==> src/rtl/mem_arb_pkg.sv <==
// Shared types for the memory arbiter: FSM state encoding, requester IDs,
// default widths and the round-robin helper functions.
package mem_arb_pkg;

  localparam int ADDR_W_DEF = 12;
  localparam int DATA_W_DEF = 31;

  typedef enum logic [1:0] {S_IDLE, S_ISSUE, S_WAIT, S_DONE} state_t;

  typedef enum logic [1:0] {RQ_PU = 2'd0, RQ_IO = 2'd1, RQ_PNL = 2'd2} rq_id_t;

  // Rotation order PU -> IO -> PNL -> PU.
  function automatic rq_id_t rq_next(input rq_id_t id);
    case (id)
      RQ_PU:   return RQ_IO;
      RQ_IO:   return RQ_PNL;
      default: return RQ_PU;
    endcase
  endfunction

  function automatic logic rq_pending(input logic [2:0] req, input rq_id_t id);
    case (id)
      RQ_PU:   return req[0];
      RQ_IO:   return req[1];
      RQ_PNL:  return req[2];
      default: return 1'b0;
    endcase
  endfunction

endpackage

==> src/rtl/mem_arbiter_rr_arbiter3.sv <==
// Combinational 3-way round-robin grant; the search starts just after the
// last granted requester, whose pointer register lives in the parent.
module rr_arbiter3
  import mem_arb_pkg::*;
(
  input  logic [2:0] req,
  input  rq_id_t     last,
  output logic       gnt_valid,
  output rq_id_t     gnt_id
);

  rq_id_t cand1;
  rq_id_t cand2;

  assign cand1 = rq_next(last);
  assign cand2 = rq_next(cand1);

  always_comb begin
    gnt_valid = |req;
    gnt_id    = last;
    if (rq_pending(req, cand1)) begin
      gnt_id = cand1;
    end else if (rq_pending(req, cand2)) begin
      gnt_id = cand2;
    end
  end

endmodule

==> src/rtl/mem_arbiter.sv <==
// Serialises PU reads, IO writes and panel accesses onto one memory port.
// Optional WAIT timeout is enabled with `define MEM_ARB_TIMEOUT_EN.
//
// state   | meaning
// S_IDLE  | no access; grant one pending requester and latch its access
// S_ISSUE | one-cycle read or write strobe to memory
// S_WAIT  | waiting for the reply matching the latched operation
// S_DONE  | one-cycle ack to the granted requester; advance RR pointer
module mem_arbiter
  import mem_arb_pkg::*;
#(
  parameter int ADDR_W         = ADDR_W_DEF,
  parameter int DATA_W         = DATA_W_DEF,
  parameter int TIMEOUT_CYCLES = 15
) (
  input  logic              clk,
  input  logic              reset,
  input  logic              pu_req,
  input  logic [ADDR_W-1:0] pu_addr,
  output logic              pu_ack,
  output logic [DATA_W-1:0] pu_rdata,
  input  logic              io_req,
  input  logic [ADDR_W-1:0] io_addr,
  input  logic [DATA_W-1:0] io_wdata,
  output logic              io_ack,
  input  logic              pnl_req,
  input  logic              pnl_we,
  input  logic [ADDR_W-1:0] pnl_addr,
  input  logic [DATA_W-1:0] pnl_wdata,
  output logic              pnl_ack,
  output logic [DATA_W-1:0] pnl_rdata,
  output logic              mem_read,
  output logic              mem_write,
  output logic [ADDR_W-1:0] mem_addr,
  output logic [DATA_W-1:0] mem_wdata,
  input  logic [DATA_W-1:0] mem_rdata,
  input  logic              mem_read_reply,
  input  logic              mem_write_reply,
  output logic              busy,
  output logic              timeout_err
);

  state_t              state_q, state_d;
  rq_id_t              last_q, acc_id, gnt_id;
  logic                gnt_valid;
  logic                acc_we;
  logic [ADDR_W-1:0]   acc_addr;
  logic [DATA_W-1:0]   acc_wdata;
  logic [DATA_W-1:0]   rdata_q;
  logic                reply_ok;
  logic                expired;

  rr_arbiter3 u_rr (
    .req       ({pnl_req, io_req, pu_req}),
    .last      (last_q),
    .gnt_valid (gnt_valid),
    .gnt_id    (gnt_id)
  );

  assign reply_ok = acc_we ? mem_write_reply : mem_read_reply;

`ifdef MEM_ARB_TIMEOUT_EN
  localparam int TW = $clog2(TIMEOUT_CYCLES + 1);
  logic [TW-1:0] tmr_q;
  logic          tmo_err_q;

  // Expires on the last of TIMEOUT_CYCLES WAIT cycles without a matching reply.
  assign expired = (state_q == S_WAIT) && !reply_ok && (tmr_q == '0);

  always_ff @(posedge clk) begin
    if (reset) begin
      tmr_q     <= '0;
      tmo_err_q <= 1'b0;
    end else begin
      if (state_q == S_ISSUE) begin
        tmr_q <= TW'(TIMEOUT_CYCLES - 1);
      end else if (state_q == S_WAIT && tmr_q != '0) begin
        tmr_q <= tmr_q - 1'b1;
      end
      if (expired) begin
        tmo_err_q <= 1'b1;
      end
    end
  end

  assign timeout_err = tmo_err_q;
`else
  assign expired     = 1'b0;
  assign timeout_err = 1'b0;
`endif

  always_ff @(posedge clk) begin
    if (reset) begin
      state_q   <= S_IDLE;
      last_q    <= RQ_PU;
      acc_id    <= RQ_PU;
      acc_we    <= 1'b0;
      acc_addr  <= '0;
      acc_wdata <= '0;
      rdata_q   <= '0;
    end else begin
      state_q <= state_d;
      case (state_q)
        S_IDLE: begin
          if (gnt_valid) begin
            acc_id  <= gnt_id;
            rdata_q <= '0;
            case (gnt_id)
              RQ_PU: begin
                acc_we   <= 1'b0;
                acc_addr <= pu_addr;
              end
              RQ_IO: begin
                acc_we    <= 1'b1;
                acc_addr  <= io_addr;
                acc_wdata <= io_wdata;
              end
              default: begin
                acc_we    <= pnl_we;
                acc_addr  <= pnl_addr;
                acc_wdata <= pnl_wdata;
              end
            endcase
          end
        end
        S_WAIT: begin
          if (reply_ok && !acc_we) begin
            rdata_q <= mem_rdata;
          end else if (expired) begin
            rdata_q <= '0;
          end
        end
        S_DONE:  last_q <= acc_id;
        default: ;
      endcase
    end
  end

  always_comb begin
    state_d = state_q;
    case (state_q)
      S_IDLE:  if (gnt_valid) state_d = S_ISSUE;
      S_ISSUE: state_d = S_WAIT;
      S_WAIT:  if (reply_ok || expired) state_d = S_DONE;
      S_DONE:  state_d = S_IDLE;
      default: state_d = S_IDLE;
    endcase
  end

  assign mem_read  = (state_q == S_ISSUE) && !acc_we;
  assign mem_write = (state_q == S_ISSUE) && acc_we;
  assign mem_addr  = acc_addr;
  assign mem_wdata = acc_wdata;
  assign busy      = (state_q != S_IDLE);

  assign pu_ack    = (state_q == S_DONE) && (acc_id == RQ_PU);
  assign io_ack    = (state_q == S_DONE) && (acc_id == RQ_IO);
  assign pnl_ack   = (state_q == S_DONE) && (acc_id == RQ_PNL);
  assign pu_rdata  = pu_ack  ? rdata_q : '0;
  assign pnl_rdata = pnl_ack ? rdata_q : '0;

endmodule

==> config.mk <==
export PLATFORM = sky130hd
export DESIGN_NAME = mem_arbiter
export DESIGN_NICKNAME = d
export VERILOG_FILES = /design/src/rtl/mem_arb_pkg.sv /design/src/rtl/mem_arbiter_rr_arbiter3.sv /design/src/rtl/mem_arbiter.sv
export SDC_FILE = /design/constraint.sdc
export NUM_CORES = 1
export LEC_CHECK = 0
export CAP_MARGIN = 10
export CORE_MARGIN = 3
export CORE_UTILIZATION = 43
export DETAILED_ROUTE_END_ITERATION = 10
export GPL_TIMING_DRIVEN = 1
export PLACE_DENSITY = 0.88
export SLEW_MARGIN = 20
export SYNTH_ARGS = -nofsm -noshare
export SYNTH_HDL_FRONTEND = slang
export SYNTH_SLANG_ARGS = --single-unit
==> constraint.sdc <==
create_clock -name clk -period 3.7 [get_ports clk]
set_input_delay 0.74 -clock clk [delete_from_list [all_inputs] [get_ports clk]]
set_output_delay 0.74 -clock clk [all_outputs]
set_load 0.02 [all_outputs]
# ---- After elaboration in Yosys (flattened, before gate mapping)
# Cells that the tools add are included.
dict set report word_totals {
  reg_bits 81
  inputBits 137
  output_inout_bits 112
  word_cells 61
}
dict set report classes {
  n_eq_ne 14
  mux 19
  n_bitwise 1
  n_reduce_logical 20
}
# operator count
set op_table {}
lappend op_table {{$mux 31} 4}
lappend op_table {{$pmux 31 s2} 2}
lappend op_table {{$pmux 12 s2} 1}
lappend op_table {{$eq 2x1->1 const B} 6}
lappend op_table {{$logic_not 2->1} 6}
lappend op_table {{$eq 2x2->1 const B} 5}
lappend op_table {{$mux 2} 4}
lappend op_table {{$pmux 2 s2} 2}
lappend op_table {{$pmux 2 s4} 1}
lappend op_table {{$logic_and 1x1->1} 6}
lappend op_table {{$ne 2x2->1 const B} 3}
lappend op_table {{$pmux 1 s3} 2}
lappend op_table {{$reduce_and 3->1} 2}
lappend op_table {{$reduce_and 2->1} 2}
lappend op_table {{$reduce_bool 2->1} 2}
lappend op_table {{$reduce_or 3->1} 1}
lappend op_table {{$mux 1} 2}
lappend op_table {{$pmux 1 s2} 1}
lappend op_table {{$logic_not 1->1} 1}
lappend op_table {{$not 1->1} 1}

# ---- Longest topological paths before layout
# Gate-level depths: netlist of run 1.
dict set report depth {
  word_depth 12
  ltp_mapped 8
  mapped_depth_nobuf 6
}

# ---- Modules after synthesis
# A second synthesis of run 1 with hierarchy kept.
dict set report unflattened {
  hier_cells 422
  area_unflattened_um2 3967.6
}
# mod instances cells_each area_per_inst_um2 seq_area_each_um2
set by_module_without_submodules {}
lappend by_module_without_submodules {mem_arbiter 1 414 3912.5 1621.6}
lappend by_module_without_submodules {rr_arbiter3 1 8 55.1 0.0}

# ---- Least setup slack after synthesis of run 1
# No wires, ideal clock.
dict set report synth_timing {
  kind {flip-flop to output port}
  from {reg state_q[0]}
  to {out pu_rdata[21]}
  arrival_time_ns 1.579
  t_required_ns 2.960
  setup_slack_ns 1.381
  stages_incl_launch_ff 5
  path_buffers 1
  path_cell_list {dfxtp_1 ha_1 nor3b_1 clkbuf_1 and2_1}
}
dict set report synth_via {
  elab_chain_len 3
}
# item line_no
set synth_lines {}
lappend synth_lines {{start: declaration} mem_arbiter.sv:43} ;# state_t state_q, state_d;
lappend synth_lines {{start signal: assignment} mem_arbiter.sv:102} ;# state_q <= state_d;
lappend synth_lines {{$eq 2x2->1} mem_arbiter.sv:156} ;# assign pu_ack = (state_q == S_DONE) && (acc_id == RQ_PU);
lappend synth_lines {{$logic_and 1x1->1} mem_arbiter.sv:156}
lappend synth_lines {{named net pu_ack} mem_arbiter.sv:20} ;# output logic pu_ack,
lappend synth_lines {{$mux 31} mem_arbiter.sv:159} ;# assign pu_rdata = pu_ack ? rdata_q : '0;
lappend synth_lines {{end: declaration} mem_arbiter.sv:21} ;# output logic [DATA_W-1:0] pu_rdata,
# The timed path passes the listed nets, and every way through them passes these cells.

# ---- Worst setup path after layout of run 1
dict set report layout_timing {
  from {reg state_q[0]}
  to {out pnl_rdata[28]}
}
dict set report layout_via {
  elab_chain_len 3
}
# item line_no
set layout_lines {}
lappend layout_lines {{$eq 2x2->1} mem_arbiter.sv:158} ;# assign pnl_ack = (state_q == S_DONE) && (acc_id == RQ_PNL);
lappend layout_lines {{$logic_and 1x1->1} mem_arbiter.sv:158}
lappend layout_lines {{$mux 31} mem_arbiter.sv:160} ;# assign pnl_rdata = pnl_ack ? rdata_q : '0;
lappend layout_lines {{end: declaration} mem_arbiter.sv:31} ;# output logic [DATA_W-1:0] pnl_rdata,
# No other way between the ends.

==> results.py, run 1 <==
metrics = {
    "run_status": {
        "status": "finished, final reports clean",
    },
    "sta": {
        "fmax_ghz": 0.3010,
        "slew_viol_final": 0,
        "post-route-min-period_ns": 3.322,
        "hold_viol_final": 0,
        "finClkSkew_ns": 0.01120,
        "setup_viol": 0,
        "setup_tns_ns": 0,
        "relSlewSlack_pct": 33.18,
        "finalCritPeriodShare_pct": 89.78,
        "whs_ns": 0.4796,
        "rsz0062_at_grt": "false",
        "tightestPinTransition_ns": 1.002,
    },
    "clocking": {
        "insertion_delay_ns": 0.33,
        "htreeDepth": 3,
        "ctsLongestPathBuffers": 2,
        "cts_resized": 0,
        "clkSlewWorstSetupHoldPaths_ns": 0.08,
        "post_cts_buffers": 0,
        "cts_hold_buf": 0,
        "cts_buffers": 9,
        "cts_tree": "yes",
        "cts.sinks": 81,
        "root_buffer": "clkbuf_8",
    },
    "routing": {
        "routedWlPerCell_um": 17.17,
        "first_iter_violations": 369,
        "num_vias": 4932,
        "ant_nets": 0,
        "firstDrtPassIters": 6,
        "vias_per_cell": 5.542,
        "wl_um": 15280,
        "drc_errors": 0,
    },
    "critical_path": {
        "path_class": "flip-flop to primary output",
        "critPathSlowestCell": "and3b_1",
        "arrival_ns": 2.58,
        "critical-path-top-delay-family": "simple AND/OR/NAND/NOR gates",
        "slowest_delay_ns": 0.76,
        "r2r_cells": 7,
        "r2r-end": "rdata_q[4]",
        "critPathMaxFanout": 32,
        "path_cells": "ha_1, and3b_1, and2_1, clkdlybuf4s50_1",
        "cp-start-kind": "flip-flop",
        "cp-end-kind": "primary output",
        "cp_num_buf_inv": 1,
        "regToRegStartpoint": "state_q[0]",
        "r2r_slack_ns": 1.21,
        "worstPathRequired_ns": 2.96,
    },
    "power_and_ir_drop": {
        "internal_power_mw": 2.453,
        "vdd_ir_drop_max_mv": 0.3388,
        "clockPowerShare_pct": 18.7,
        "p_per_area_nw_per_um2": 538.3,
        "pwr-share-seq_pct": 32.2,
        "comb_power_share_pct": 49.1,
        "p_leak_nw": 2.732,
        "total_power_mw": 3.943,
        "netSwitchingPower_mw": 1.490,
        "power_switching_share_pct": 37.78,
    },
    "logic_synthesis": {
        "yosys.area.top_type": "dfxtp_1",
        "avgSynthCellArea_um2": 8.618,
        "synth_edf_count": 0,
        "synth_warnings": 0,
        "synth_top_cell_area_share_pct": 35.17,
        "synth_cell_types": 41,
        "async_flop_share_pct": 0,
        "synth.area.top_cells": "dfxtp_1 35%, and2_1 14%, a311oi_2 9.8%",
        "synth_area_um2": 4611,
        "ys_seq_elements": 81,
        "ys_seq_area_share_pct": 35.17,
        "synth_flop_cell": "dfxtp_1",
        "syn_nets": 676,
        "synth_cells": 535,
    },
    "floorplan": {
        "io-pin-count": 249,
        "core_um2": 10370,
        "rows": 37,
        "die_y_um": 109.6,
        "initial_core_util_pct": 44.46,
        "die_area_um2": 12000,
        "die_w_um": 109.6,
    },
    "layout": {
        "mostFrequentLayoutCells": "246 x clkdlybuf4s50_1, 106 x and2_1, 81 x dfxtp_1, 42 x nor2_1",
        "drive_above_1_share_pct": 8.886,
        "fin_nets": 891,
        "num_antenna_cells": 0,
        "final_common_cell": "clkdlybuf4s50_1",
        "final.fill_count": 788,
        "final_area_um2": 7326,
        "area_growth_pct": 58.89,
    },
    "global_route": {
        "grt_pass1_wl_um": 23360,
        "antenna_found_initial": 0,
        "overflow": 0,
        "grt_pass1_vias": 4735,
        "grt_max_degree": 67,
        "grt_usage_pct": 24.26,
    },
    "worst_hold_path": {
        "worstHoldStart": "mem_addr[1]",
        "hold_path_class": "flip-flop to flip-flop",
        "hold_end": "mem_addr[1]",
        "min_path_cells": 2,
    },
    "placement": {
        "place_area_um2": 7097,
        "place.gp.congestion": 0.8509,
        "numPortBuffers": 247,
        "dp_hpwl_um": 11420,
    },
    "job": {
        "maxCapViolCount": 0,
    },
}
power groups by stage:
stage	combinational (mW)	clock (mW)	sequential [mW]
floorplan	1.02	0	1.46
global placement	1.90	0	1.27
detailed placement	1.94	0	1.28
CTS	1.95	0.749	1.27
global route	2.07	0.786	1.30
finish	1.93	0.738	1.27
worst max path at each step:
stage	slack, ns	cells after the start	endpoint	from
floorplan	1.38	4	pu_rdata[21]	state_q[0]
detailed placement	0.69	4	pnl_rdata[28]	state_q[0]
finish	0.38	4	pnl_rdata[28]	state_q[0]
global route	0.1	4	pnl_rdata[9]	state_q[0]
global placement	0.80	6	mem_wdata[16]	pu_req
CTS	0.32	4	pnl_rdata[28]	state_q[0]
cell type report:
type	count	area (µm²)	area share, %
Clock buffer	13	168.9	2.306
Timing Repair Buffer	258	2550	34.81
Inverter	3	11.26	0.1537
Sequential cell	81	1622	22.13
Tap cell	136	170.2	2.323
Multi-Input combinational cell	397	2744	37.46
Clock inverter	2	60.06	0.8198
cells by family (layout without fill, tap and decap cells):
| family | Yosys count | in the layout | share of synthesized area, % |
|---|---|---|---|
| mux | 34 | 34 | 7.381 |
| fa+ha+maj | 4 | 4 | 1.086 |
| other cells | 1 | 1 | 0.08133 |
| simple gates | 225 | 225 | 26.16 |
| flops | 81 | 81 | 35.17 |
| compound gates | 133 | 133 | 24.42 |
| buf+inv | 57 | 276 | 5.699 |
cells in the mapped netlist (all sizes together) (2+ instances only):
| cell type | instances |
|---|---|
| a311oi | 31 |
| nand2b | 3 |
| o21ai | 32 |
| nor3 | 2 |
| and2 | 107 |
| a21oi | 35 |
| mux2i | 34 |
| a22oi | 3 |
| inv | 3 |
| nor2 | 43 |
| and3b | 2 |
| nand3 | 31 |
| buf | 16 |
| a222oi | 12 |
| dfxtp | 81 |
| nand3b | 2 |
| clkbuf | 38 |
| o221ai | 12 |
| nand2 | 27 |
| ha | 4 |
| o211ai | 2 |
| nor2b | 3 |
flip-flops by register name (all words and copies together), names as in the netlist:
| signal | flops |
|---|---|
| acc_we | 1 |
| rdata_q | 31 |
| state_q | 2 |
| last_q | 2 |
| acc_id | 2 |
| mem_wdata | 31 |
| mem_addr | 12 |
tightest hold or removal path, stage by stage (launching register included):
cell	delay, ns
dfxtp_1	0.33
nand2_1	0.05
o221ai_1	0.06
metal layers:
layer / up-vias / track usage [%] / routed length (µm) / share of wire (%)
met5: - / 0 / 0 / 0
met4: 0 / 9.172 / 391 / 2.6
met3: 30 / 6.753 / 1460 / 9.6
met2: 252 / 41.63 / 7512 / 49
met1: 2319 / 28.74 / 5915 / 39
li1: 2331 / - / - / -
through the flow:
step / util, % / setup WS, ns / std cells
after floorplan: - / 1.381 / 535
after global placement: 68.44 / 0.7991 / 875
after detailed placement: 68.44 / 0.6896 / 875
after CTS: 70.64 / 0.3227 / 890
after global routing: 70.64 / 0.09597 / 890
final: 70.64 / 0.3780 / 890
No activity file was read; power rests on OpenSTA's default activity.
==> run 2, diff against run 1 <==
Settings changed: PLACE_DENSITY 0.88 to 0.93.
==> run 2 against run 1 <==
Compared with the run above: clock skew shrank 0.0054 ns; first-iteration DRC count grew 9.2%; global-route usage grew 0.72 points; worst setup slack lost 0.050 ns; critical path depth is the same; fmax shrank 1.5%; core utilization shrank 0.11 points; power shrank 0.58%; count of clock-buffer cells in the layout grew 1; combinational power is essentially flat; cell count grew 0.11%; largest cell class unchanged.
==> results.py, run 2 (synthesized netlist as in run 1, its figures left out) <==
metrics = {
    "floorplan": {
        "rows": 37,
        "initial_core_util_pct": 44.46,
        "die_area_um2": 12000,
        "die_w_um": 109.6,
        "core_um2": 10370,
        "die_y_um": 109.6,
        "io-pin-count": 249,
    },
    "clocking": {
        "htreeDepth": 3,
        "cts_hold_buf": 0,
        "root_buffer": "clkbuf_8",
        "cts_resized": 0,
        "ctsLongestPathBuffers": 2,
        "cts.sinks": 81,
        "cts_tree": "yes",
        "post_cts_buffers": 0,
        "insertion_delay_ns": 0.35,
        "clkSlewWorstSetupHoldPaths_ns": 0.08,
        "cts_buffers": 9,
    },
    "placement": {
        "place.gp.congestion": 0.7577,
        "dp_hpwl_um": 11310,
        "numPortBuffers": 247,
        "place_area_um2": 7089,
    },
    "job": {
        "maxCapViolCount": 0,
    },
    "sta": {
        "finClkSkew_ns": 0.005752,
        "setup_viol": 0,
        "hold_viol_final": 0,
        "fmax_ghz": 0.2966,
        "post-route-min-period_ns": 3.372,
        "setup_tns_ns": 0,
        "slew_viol_final": 0,
        "tightestPinTransition_ns": 1.004,
        "finalCritPeriodShare_pct": 91.12,
        "rsz0062_at_grt": "false",
        "relSlewSlack_pct": 33.05,
    },
    "critical_path": {
        "r2r-end": "rdata_q[17]",
        "r2r_cells": 7,
        "critical-path-top-delay-family": "simple AND/OR/NAND/NOR gates",
        "critPathMaxFanout": 32,
        "r2r_slack_ns": 1.17,
        "cp-end-kind": "primary output",
        "cp_num_buf_inv": 1,
        "arrival_ns": 2.63,
        "slowest_delay_ns": 0.79,
        "cp-start-kind": "flip-flop",
        "path_cells": "ha_1, and3b_1, and2_1, clkdlybuf4s50_1",
        "critPathLaunch": "state_q[0]",
        "worstPathRequired_ns": 2.96,
        "critPathSlowestCell": "and3b_1",
        "critPathCapture": "pnl_rdata[19]",
        "cp_num_cells": 4,
        "path_class": "flip-flop to primary output",
        "regToRegStartpoint": "state_q[0]",
    },
    "layout": {
        "area_growth_pct": 58.64,
        "final_common_cell": "clkdlybuf4s50_1",
        "fin_nets": 890,
        "drive_above_1_share_pct": 8.621,
        "final_area_um2": 7315,
        "mostFrequentLayoutCells": "246 x clkdlybuf4s50_1, 106 x and2_1, 81 x dfxtp_1, 42 x nor2_1",
        "final.fill_count": 783,
    },
    "global_route": {
        "antenna_found_initial": 0,
        "grtUsageMet3_pct": 6.812,
        "grt_use_met2_pct": 44.99,
        "overflow": 0,
        "grt_usage_pct": 24.98,
        "grt_pass1_vias": 4801,
        "grt.met1_usage_pct": 26.68,
        "globalRoute.busiestLayer": "met2",
        "grt_max_degree": 66,
        "grt_pass1_wl_um": 23580,
    },
    "power_and_ir_drop": {
        "total_power_mw": 3.920,
        "vdd_ir_drop_max_mv": 0.3809,
        "p_leak_nw": 2.722,
        "p_per_area_nw_per_um2": 536.0,
    },
    "routing": {
        "drc_errors": 0,
        "ant_nets": 0,
        "first_iter_violations": 403,
        "routedWlPerCell_um": 17.14,
        "vias_per_cell": 5.470,
        "firstDrtPassIters": 5,
        "num_vias": 4874,
        "wl_um": 15280,
    },
    "run_status": {
        "status": "finished, final reports clean",
    },
    "worst_hold_path": {
        "hold_path_class": "flip-flop to flip-flop",
    },
}
==> run 2: cell count changes in the layout (fill, tap and decap cells not counted) <==
cell      before  now
clkbuf_1       1    3
diode_2        0    1
clkbuf_8      12   11
buf_4         11   10
==> run 2: report_power, final <==
part	internal [mW]	total [mW]	switching, mW	leakage [nW]
Combinational	0.904	1.93	1.02	1.95
Sequential	1.11	1.27	0.159	0.664
Clock	0.419	0.726	0.307	0.111
==> run 2: metrics by stage <==
| step | util, % | std cells | setup slack (ns) | hold WS (ns) |
|---|---|---|---|---|
| 2_1_floorplan | - | 535 | 1.381 | 0.4582 |
| 3_3_place_gp | 68.36 | 874 | 0.7748 | 0.4451 |
| 3_5_place_dp | 68.36 | 874 | 0.6708 | 0.4491 |
| 4_1_cts | 70.51 | 890 | 0.2791 | 0.4733 |
| 5_1_grt | 70.51 | 890 | 0.1343 | 0.5024 |
| 6_report | 70.54 | 891 | 0.3284 | 0.4703 |
==> run 2: worst min path at each step <==
| stage | to | startpoint | depth (start not counted) |
|---|---|---|---|
| 4_1_cts | mem_addr[4] | mem_addr[4] | 2 |
| 2_1_floorplan | acc_id[0] | acc_id[0] | 2 |
| 3_5_place_dp | mem_addr[4] | mem_addr[4] | 2 |
| 6_report | mem_addr[4] | mem_addr[4] | 2 |
| 3_3_place_gp | mem_addr[1] | mem_addr[1] | 2 |
| 5_1_grt | mem_addr[2] | mem_addr[2] | 2 |
==> run 2: cell type report <==
cell class	instances	area [µm²]	area share, %
clock buffer	14	162.7	2.224
inverter	3	11.26	0.1540
clock inverter	2	60.06	0.8211
tap	136	170.2	2.326
timing repair buffer	257	2542	34.76
antenna	1	2.502	0.03421
sequential	81	1622	22.17
multi-input combinational	397	2744	37.51
==> run 2: tightest hold or removal path, stage by stage, from the launching register on <==
cell,delay [ns]
dfxtp_1,0.33
nand2_1,0.05
o221ai_1,0.06
==> run 2: layer usage <==
layer	vias to the layer above	share of wire (%)
li1	2336	-
met1	2264	37
met2	235	51
met3	39	9.0
met4	0	3.2
met5	-	0
